$ cat config.mk
export PLATFORM = sky130hd
export DESIGN_NAME = ring_stream
export DESIGN_NICKNAME = d
export VERILOG_FILES = /design/src/rtl/ring_stream.sv
export SDC_FILE = /design/constraint.sdc
export NUM_CORES = 2
export LEC_CHECK = 0
export BUFFER_PORTS_ARGS = -buffer_cell sky130_fd_sc_hd__buf_2
export CORE_UTILIZATION = 50
export DETAILED_ROUTE_END_ITERATION = 12
export PLACE_DENSITY = 0.63
export SETUP_SLACK_MARGIN = 0.15
export SYNTH_ARGS = -nofsm -noshare
export SYNTH_HDL_FRONTEND = slang
export SYNTH_SLANG_ARGS = --single-unit
$ cat constraint.sdc
create_clock -name clk -period 5.6 [get_ports clk]
set_clock_uncertainty 0.15 [all_clocks]
set_input_delay 0.56 -clock clk [delete_from_list [all_inputs] [get_ports clk]]
set_output_delay 0.56 -clock clk [all_outputs]
set_load 0.02 [all_outputs]
$ cat src/rtl/ring_stream.sv
`default_nettype none
// +--------------------------------------------------------------------------+
// | Module      : ring_stream                                                |
// | Description : Circular playback buffer. Words are appended one per write |
// |               into a simple dual-port RAM and replayed endlessly in      |
// |               address order as a valid/ready stream tagged with its RAM  |
// |               address. A pipelined random-read port shares the RAM read  |
// |               port with the prefetcher.                                  |
// |               Optional: define RING_WRAP_CNT_EN to enable the completed- |
// |               pass counter on wrap_cnt (tied to 0 otherwise).            |
// | Revision    : 1.0 - initial release                                      |
// +--------------------------------------------------------------------------+
module ring_stream #(
  parameter int DATA_W   = 14,
  parameter int ADDR_W   = 7,
  parameter int PF_DEPTH = 4
) (
  input  logic              clk,
  input  logic              rst,
  input  logic [DATA_W-1:0] din,
  input  logic              wr_en,
  input  logic              clr,
  output logic [ADDR_W:0]   count,
  output logic              full,
  output logic              ovf,
  output logic [DATA_W-1:0] dout,
  output logic [ADDR_W-1:0] dout_index,
  output logic              dout_valid,
  input  logic              dout_ready,
  input  logic [ADDR_W-1:0] rand_addr,
  input  logic              rand_req,
  output logic [DATA_W-1:0] rand_dout,
  output logic              rand_valid,
  output logic [15:0]       wrap_cnt
);

  localparam int c_DEPTH = 1 << ADDR_W;
  localparam int c_PTR_W = $clog2(PF_DEPTH);
  localparam int c_LVL_W = $clog2(PF_DEPTH + 1) + 1;
  localparam logic [ADDR_W:0]    c_FULL_CNT = (ADDR_W + 1)'(c_DEPTH);
  localparam logic [c_LVL_W-1:0] c_PF_LVL   = c_LVL_W'(PF_DEPTH);
  localparam logic [c_PTR_W-1:0] c_PTR_LAST = c_PTR_W'(PF_DEPTH - 1);

  // Storage and state
  logic [DATA_W-1:0]  r_mem [c_DEPTH];
  logic [ADDR_W:0]    r_count;
  logic               r_ovf;
  logic [ADDR_W-1:0]  r_rp;
  logic [DATA_W-1:0]  r_ram_q;
  logic               r_ret_vld;
  logic [ADDR_W-1:0]  r_ret_idx;
  logic [DATA_W-1:0]  r_fifo_data [PF_DEPTH];
  logic [ADDR_W-1:0]  r_fifo_idx  [PF_DEPTH];
  logic [c_PTR_W-1:0] r_fifo_rd;
  logic [c_PTR_W-1:0] r_fifo_wr;
  logic [c_LVL_W-1:0] r_fifo_occ;
  logic               r_rand_pend;
  logic               r_rand_oob;
  logic [DATA_W-1:0]  r_rand_dout;
  logic               r_rand_valid;

  // Combinational control
  logic               w_full;
  logic               w_wr_acc;
  logic               w_flush;
  logic               w_fifo_nempty;
  logic               w_head_vld;
  logic [ADDR_W-1:0]  w_head_idx;
  logic               w_pop;
  logic               w_fifo_pop;
  logic               w_push;
  logic [c_LVL_W-1:0] w_level;
  logic               w_issue;
  logic               w_rd_en;
  logic [ADDR_W-1:0]  w_rd_addr;
  logic [ADDR_W:0]    w_cnt_m1;
  logic               w_rp_last;
  logic               w_rand_oob;

  function automatic logic [c_PTR_W-1:0] f_ptr_next(input logic [c_PTR_W-1:0] p);
    return (p == c_PTR_LAST) ? '0 : p + 1'b1;
  endfunction

  assign w_full        = (r_count == c_FULL_CNT);
  assign w_wr_acc      = wr_en & ~w_full & ~clr;
  assign w_flush       = w_wr_acc | clr;
  assign w_cnt_m1      = r_count - 1'b1;
  assign w_rp_last     = ({1'b0, r_rp} == w_cnt_m1);
  assign w_rand_oob    = ({1'b0, rand_addr} >= r_count);

  // The FIFO head is the oldest stored word; when the FIFO is empty the word
  // just returned by the RAM is presented directly so a fresh stream starts
  // two cycles after the triggering write.
  assign w_fifo_nempty = (r_fifo_occ != '0);
  assign w_head_vld    = w_fifo_nempty | r_ret_vld;
  assign w_head_idx    = w_fifo_nempty ? r_fifo_idx[r_fifo_rd] : r_ret_idx;
  assign w_pop         = w_head_vld & dout_ready;
  assign w_fifo_pop    = w_pop & w_fifo_nempty;
  // A return is stored unless it is consumed straight away or a flush kills it.
  assign w_push        = r_ret_vld & ~(w_pop & ~w_fifo_nempty) & ~w_flush;

  // Words held or returning, after this cycle's pop; a new issue must fit.
  assign w_level       = r_fifo_occ + c_LVL_W'(r_ret_vld) - c_LVL_W'(w_pop);
  assign w_issue       = (r_count != '0) & ~w_flush & ~rand_req & (w_level < c_PF_LVL);
  assign w_rd_en       = w_issue | rand_req;
  assign w_rd_addr     = rand_req ? rand_addr : r_rp;

  // RAM write port: append at the current fill level.
  always_ff @(posedge clk) begin
    if (w_wr_acc) begin
      r_mem[r_count[ADDR_W-1:0]] <= din;
    end
  end

  // RAM read port with output register; non-blocking read gives read-first.
  always_ff @(posedge clk) begin
    if (rst) begin
      r_ram_q <= '0;
    end else if (w_rd_en) begin
      r_ram_q <= r_mem[w_rd_addr];
    end
  end

  // Fill level and sticky overflow; clear outranks a simultaneous write.
  always_ff @(posedge clk) begin
    if (rst || clr) begin
      r_count <= '0;
      r_ovf   <= 1'b0;
    end else if (wr_en) begin
      if (w_full) begin
        r_ovf <= 1'b1;
      end else begin
        r_count <= r_count + 1'b1;
      end
    end
  end

  // Prefetch read pointer, wrapping at the fill level.
  always_ff @(posedge clk) begin
    if (rst || w_flush) begin
      r_rp <= '0;
    end else if (w_issue) begin
      r_rp <= w_rp_last ? '0 : r_rp + 1'b1;
    end
  end

  // Return tag for the prefetch read. Reads are one cycle deep and none
  // issue during a flush, so no pre-flush read survives the flush edge.
  always_ff @(posedge clk) begin
    if (rst) begin
      r_ret_vld <= 1'b0;
      r_ret_idx <= '0;
    end else begin
      r_ret_vld <= w_issue;
      if (w_issue) begin
        r_ret_idx <= r_rp;
      end
    end
  end

  // Prefetch FIFO storage.
  always_ff @(posedge clk) begin
    if (w_push) begin
      r_fifo_data[r_fifo_wr] <= r_ram_q;
      r_fifo_idx[r_fifo_wr]  <= r_ret_idx;
    end
  end

  // Prefetch FIFO pointers and occupancy.
  always_ff @(posedge clk) begin
    if (rst || w_flush) begin
      r_fifo_rd  <= '0;
      r_fifo_wr  <= '0;
      r_fifo_occ <= '0;
    end else begin
      if (w_push) begin
        r_fifo_wr <= f_ptr_next(r_fifo_wr);
      end
      if (w_fifo_pop) begin
        r_fifo_rd <= f_ptr_next(r_fifo_rd);
      end
      r_fifo_occ <= r_fifo_occ + c_LVL_W'(w_push) - c_LVL_W'(w_fifo_pop);
    end
  end

  // Random-read pipeline: RAM stage then output register; a flush leaves it alone.
  always_ff @(posedge clk) begin
    if (rst) begin
      r_rand_pend  <= 1'b0;
      r_rand_oob   <= 1'b0;
      r_rand_valid <= 1'b0;
      r_rand_dout  <= '0;
    end else begin
      r_rand_pend  <= rand_req;
      r_rand_oob   <= w_rand_oob;
      r_rand_valid <= r_rand_pend;
      if (r_rand_pend) begin
        r_rand_dout <= r_rand_oob ? '0 : r_ram_q;
      end
    end
  end

`ifdef RING_WRAP_CNT_EN
  logic [15:0] r_wrap_cnt;

  // Count transfers of the last stored word, saturating.
  always_ff @(posedge clk) begin
    if (rst || w_flush) begin
      r_wrap_cnt <= '0;
    end else if (w_pop && ({1'b0, w_head_idx} == w_cnt_m1) && (r_wrap_cnt != 16'hFFFF)) begin
      r_wrap_cnt <= r_wrap_cnt + 16'd1;
    end
  end

  assign wrap_cnt = r_wrap_cnt;
`else
  assign wrap_cnt = '0;
`endif

  assign count      = r_count;
  assign full       = w_full;
  assign ovf        = r_ovf;
  assign dout       = w_fifo_nempty ? r_fifo_data[r_fifo_rd] : r_ram_q;
  assign dout_index = w_head_idx;
  assign dout_valid = w_head_vld;
  assign rand_dout  = r_rand_dout;
  assign rand_valid = r_rand_valid;

endmodule
`default_nettype wire
## Word-level counts from Yosys, hierarchy flattened

Memories as Yosys holds them, arrays and structs flattened. A register that Yosys moved wholly into a read port is not among the register bits.
Cells that the tools add are included.

- Register bits after elaboration: 49
- ROM bits: 0
- Word-level logic and storage cells: 70
- RAM bits: 1,876
- Latch bits: 0
- Memories: 3

- Mux-type cells: 15
- Eq/ne operators: 4
- Divide/modulo/power cells: 0
- Reduce and logical (&&, ||, !) cells: 6
- Shifts and indexed selects: 0
- Order comparisons: 2
- Bitwise operators: 19
- Add/subtract/negate cells: 9
- $mul: 0

Memories:

| name | words | width | read ports | clocked after memory_dff | wr ports | RTL line | RTL |
|---|---|---|---|---|---|---|---|
| r_mem | 128 | 14 | 1 | 1 | 1 | 45 | `logic [DATA_W-1:0] r_mem [c_DEPTH];` |
| r_fifo_data | 4 | 14 | 1 | 1 | 1 | 52 | `logic [DATA_W-1:0] r_fifo_data [PF_DEPTH];` |
| r_fifo_idx | 4 | 7 | 1 | 1 | 1 | 53 | `logic [ADDR_W-1:0] r_fifo_idx [PF_DEPTH];` |

Operators by type and width:

| kind | number |
|---|---|
| 2-to-1 mux 14 bit | 2 |
| 2-to-1 mux 7 bit | 3 |
| 2-to-1 mux 2 bit | 6 |
| bitwise AND 1 bit | 10 |
| adder 4 x 1 -> 4 bit | 2 |
| adder 8 x 1 -> 8 bit (second input constant) | 1 |
| equality test 7 x 8 -> 1 bit | 1 |
| equality test 8 bit (second input constant) | 1 |
| greater-or-equal comparator 7 x 8 -> 1 bit | 1 |
| nonzero test 8 bit | 1 |
| subtractor 4 x 1 -> 4 bit | 2 |
| subtractor 8 x 1 -> 8 bit (second input constant) | 1 |
| adder 7 x 1 -> 7 bit (second input constant) | 1 |
| inverter 1 bit | 6 |
| adder 2 x 1 -> 2 bit (second input constant) | 2 |
| equality test 2 bit (second input constant) | 2 |
| < comparator 4 x 3 -> 1 bit (second input constant) | 1 |
| 2-to-1 mux 1 bit | 4 |
| AND reduction 2 bit | 2 |
| nonzero test 4 bit | 1 |
| bitwise OR 1 bit | 3 |
| logical OR 1 bit | 2 |

## Depth between registers and ports, before layout

- Depth in word-level cells: 10
- Gate-level depth with buffers: 18

## Worst setup path before layout

OpenSTA, ideal clock, no wires.

- Path kind: reg-to-reg
- From: register r_count[0] (netlist: count[0])
- To: memory r_mem[127][0], enable pin
- Slack: 1,530 ps
- Clock period less this slack: 4,070 ps
- Data arrival time: 3,499 ps
- Setup time: 421 ps
- Path buffers: 2
- Cell stages (with the launch flop): 10
- Cells stage by stage: dfxtp_1 clkbuf_1 inv_1 ha_1 nor4b_1 nand3_1 nand2_1 or2_2 clkbuf_1 nor4_1

- Longest elaborated chain between the ends: 6

RTL lines:

| element | RTL line | RTL |
|---|---|---|
| start: declaration | 46 | `logic [ADDR_W:0] r_count;` |
| start signal: assignment | 133 | `r_count <= r_count + 1'b1;` |
| equality test 8 bit | 84 | `assign w_full = (r_count == c_FULL_CNT);` |
| inverter 1 bit (no line) | - |  |
| bitwise AND 1 bit (2 in a row) | 85 | `assign w_wr_acc = wr_en & ~w_full & ~clr;` |
| 2-to-1 mux 1 bit | 110 | `if (w_wr_acc) begin` |
| 2-to-1 mux 1 bit (implied by the code) | 111 | `r_mem[r_count[ADDR_W-1:0]] <= din;` |
| end: declaration | 45 |  |

Several ways; a longest one is shown, not always the timed one.

## Final worst setup path

- From: register r_fifo_occ[2]
- To: register r_ram_q[7], read port of r_mem

- Longest elaborated chain between the ends: 7

RTL lines:

| element | RTL line | RTL |
|---|---|---|
| start: declaration | 56 | `logic [c_LVL_W-1:0] r_fifo_occ;` |
| start signal: assignment | 182 | `r_fifo_occ <= r_fifo_occ + c_LVL_W'(w_push) - c_LVL_W'(w_fifo_pop);` |
| parallel branches: the longest is 3 deep, another holds adder 4 x 1 -> 4 bit | - |  |
| subtractor 4 x 1 -> 4 bit (*) | 103 | `assign w_level = r_fifo_occ + c_LVL_W'(r_ret_vld) - c_LVL_W'(w_pop);` |
| < comparator 4 x 3 -> 1 bit (*) | 104 | `assign w_issue = (r_count != '0) & ~w_flush & ~rand_req & (w_level < c_PF_LVL);` |
| bitwise AND 1 bit (*) | 104 |  |
| bitwise OR 1 bit (*) | 105 | `assign w_rd_en = w_issue \| rand_req;` |
| end: declaration | 49 | `logic [DATA_W-1:0] r_ram_q;` |

Mark *: on every way between the ends.
A chain may end at the register's enable or synchronous reset.

==> results.tsv <==
metric	value	unit
Mapped Area	75400	um^2
worst endpoint required time	6160	ps
Core Region	150000	um^2
drt drc	0	
layout cells sized above 1	0.263	
DRT antenna net count	0	
Worst-path clk slew	60	ps
total I/O pin count	90	
Overflow after GRT	0	
Hold Crit Class	input pin to register	
Slew HR	0.155	
post-CTS sizing	0	
overall routed net length	193000	um
RSZ-0062 raised after global routing	no	
worst-skew pair later-pin latency	850	ps
endpoint type of the worst setup path	register	
r2r setup slk	540	ps
initial core utilization	0.503	
WL/cell	31.9	um
TritonRoute pass-1 iters	5	
post-synthesis simple-gate area fraction	0.0303	
largest net degree at the start of global routing	94	
Worst Path Buf+Inv	3	
Worst Tran Pin Value	1270	ps
Die ar.	152000	um^2
power consumption	0.0300	W
largest family of logic cells by synthesized area	multiplexers	
Max Slew Vio Count	0	
chip height	390	um
Power Density	352	nW/um^2
final period utilization	0.903	
VDD IR max	0.264	mV
worst path arrival time	5620	ps
vias in the first global route	37300	
initial antenna violation count	10	
final worst path period need	5060	ps
DR iter-0 viols	4268	
final setup fails	0	
fmax	198	MHz
CTS Buf Count	192	
CP dominant cell by count	ha_1	
cells along the critical path	inv_1 > ha_1 > and3_1 > buf_4 > nand2_1 > and2_1 > ha_1 > inv_1 > ha_1 > a31oi_1 > xnor2_1 > o31a_1 > nor2_1 > nand3_1 > nor3_1 > nor4_1	
total of max-cap violations	0	
die width	390	um
GR Util All Layers	0.256	
syn_area_per_cell	20.9	um^2
ys flop type	edfxtp_1	
clk sinks	1941	
Max clock buf depth	3	
Synth Area in XOR/XNOR	0.00290	
Seq/Total Area, Yosys	0.764	
DR vias	37700	
Synth Register Bits	1941	
RD Place Congestion	0.888	
mux share of post-synthesis cell area	0.154	
pre-CTS WS	568	ps
post-synthesis adder-cell area fraction	0.00408	
setup TNS	0	ps
Fillers	11100	
top fanout value on the critical path	24	
CTS tree	built	
placed insts	5697	
first-pass GRT wire length	275000	um
WS Path Type	register to register	
Distinct cells, synth	57	
Synth-to-Final Area Change	12.9	%
root buffer cell	clkbuf_16	
synth top area cells	edfxtp_1, mux4_2, dfxtp_1	
post-synth top area cell	edfxtp_1	
Worst setup SP type	register	
Final WS setup	544	ps
slowest CP cell	nor2_1	
Synth top area share	0.747	
Cell Count, Final, Fillers Out	6053	
post-synthesis compound-gate area fraction	0.0263	
H-tree depth	4	
Final Hold Vio Count	0	
largest stage delay on the critical path	830	ps
yosys warns	0	
Post-synth EDFFs	1876	
ys async rst share	0	
Via-to-Cell Ratio	6.23	
Row Count	142	
Worst path top cell family by delay	simple AND/OR/NAND/NOR gates	
cells after synthesis	3613	
fin nets	3929	
Leakage	27.3	nW
postcts setup bufs	0	
hpwl dp	117000	um
hold buffers post-CTS	3	
status	complete, no violations	
Port Buf Inserts	73	
## state kept, by name, indices dropped and copies added, names as in the netlist, 7 cells and up, named ones only
register     count
count            8
r_fifo_data     56
r_fifo_idx      28
r_mem         1792
r_ram_q         14
r_ret_idx        7
r_rp             7
rand_dout       14
## cell usage in the layout, fill, tap and decap left out, types with 7 or more instances in the layout
cell,Yosys,routed
a211oi_1,7,7
a21o_1,7,7
a21oi_1,84,84
a221oi_1,24,24
a22o_1,24,24
a22oi_1,48,48
buf_12,2,16
buf_2,37,59
buf_4,41,193
bufinv_16,0,13
clkbuf_1,88,53
clkbuf_16,0,192
clkinv_1,0,38
clkinv_16,0,10
clkinv_2,0,29
conb_1,1,16
dfxtp_1,65,65
edfxtp_1,1876,1876
ha_1,23,23
inv_1,26,26
mux2_2,26,25
mux2i_1,115,110
mux4_2,449,449
nand2_1,111,111
nand2b_1,19,19
nand3_1,61,61
nand3b_1,15,15
nor2_1,190,155
nor2_2,0,31
nor3_1,33,31
nor4_1,32,31
o221ai_1,17,17
o22ai_1,54,54
or2_2,9,9
xnor2_1,19,19
## layer usage
layer | track usage | routed length [um] | up-vias
li1 | - | - | 15500
met1 | 0.366 | 78500 | 20100
met2 | 0.400 | 92300 | 1780
met3 | 0.0444 | 15900 | 303
met4 | 0.0906 | 6530 | 4
met5 | 0 | 25 | -
## kinds of logic after synthesis
logic type | after synthesis
AOI/OAI and AO/OA | 291
xor gates and xnor gates | 25
adders and majority gates | 24
buffers and inverters | 241
DFF | 1941
muxes | 591
other | 1
and+or+nand+nor | 499
## where the power goes
group	internal, W	switching, W	leakage [nW]
clock network	0.00699	0.00554	2.96
logic	0.000498	0.000939	6.93
registers	0.0159	0.0000496	17.4
total	0.0234	0.00653	27.3
## stage by stage
stage | hold slack [ps] | cell area [um^2] | util
3_3_place_gp | 297 | 79000 | 0.527
5_1_grt | 57.1 | 85100 | 0.568
6_report | 65.0 | 85100 | 0.568
2_1_floorplan | 326 | 75400 | -
3_5_place_dp | 307 | 79000 | 0.527
4_1_cts | 18.9 | 85100 | 0.568
## synthesized netlist by cell type (all sizes together) (26+ instances only)
master  count
a21oi      84
a22oi      48
buf       127
clkbuf     88
dfxtp      65
edfxtp   1876
inv        26
mux2       26
mux2i     116
mux4      449
nand2     111
nand3      61
nor2      190
nor3       34
nor4       32
o22ai      54
## worst paths after layout
kind,start,cells past startpoint,to
max,r_fifo_occ[2],16,r_ram_q[7]
min,din[1],1,r_mem[53][1]
max reg2reg,r_fifo_occ[2],16,r_ram_q[7]
min reg2reg,ovf,2,ovf
## layout make-up
class | count | area, um^2 | share of cell area
Antenna cell | 5 | 12.5 | 0.000147
Clock buffer | 246 | 5020 | 0.0589
Clock inverter | 102 | 1130 | 0.0132
Inverter | 26 | 97.6 | 0.00115
Multi-Input combinational cell | 1446 | 16600 | 0.195
Sequential cell | 1941 | 57600 | 0.677
Tap cell | 2016 | 2520 | 0.0296
Timing Repair Buffer | 271 | 2090 | 0.0246
(Power assumes the default switching activity.)
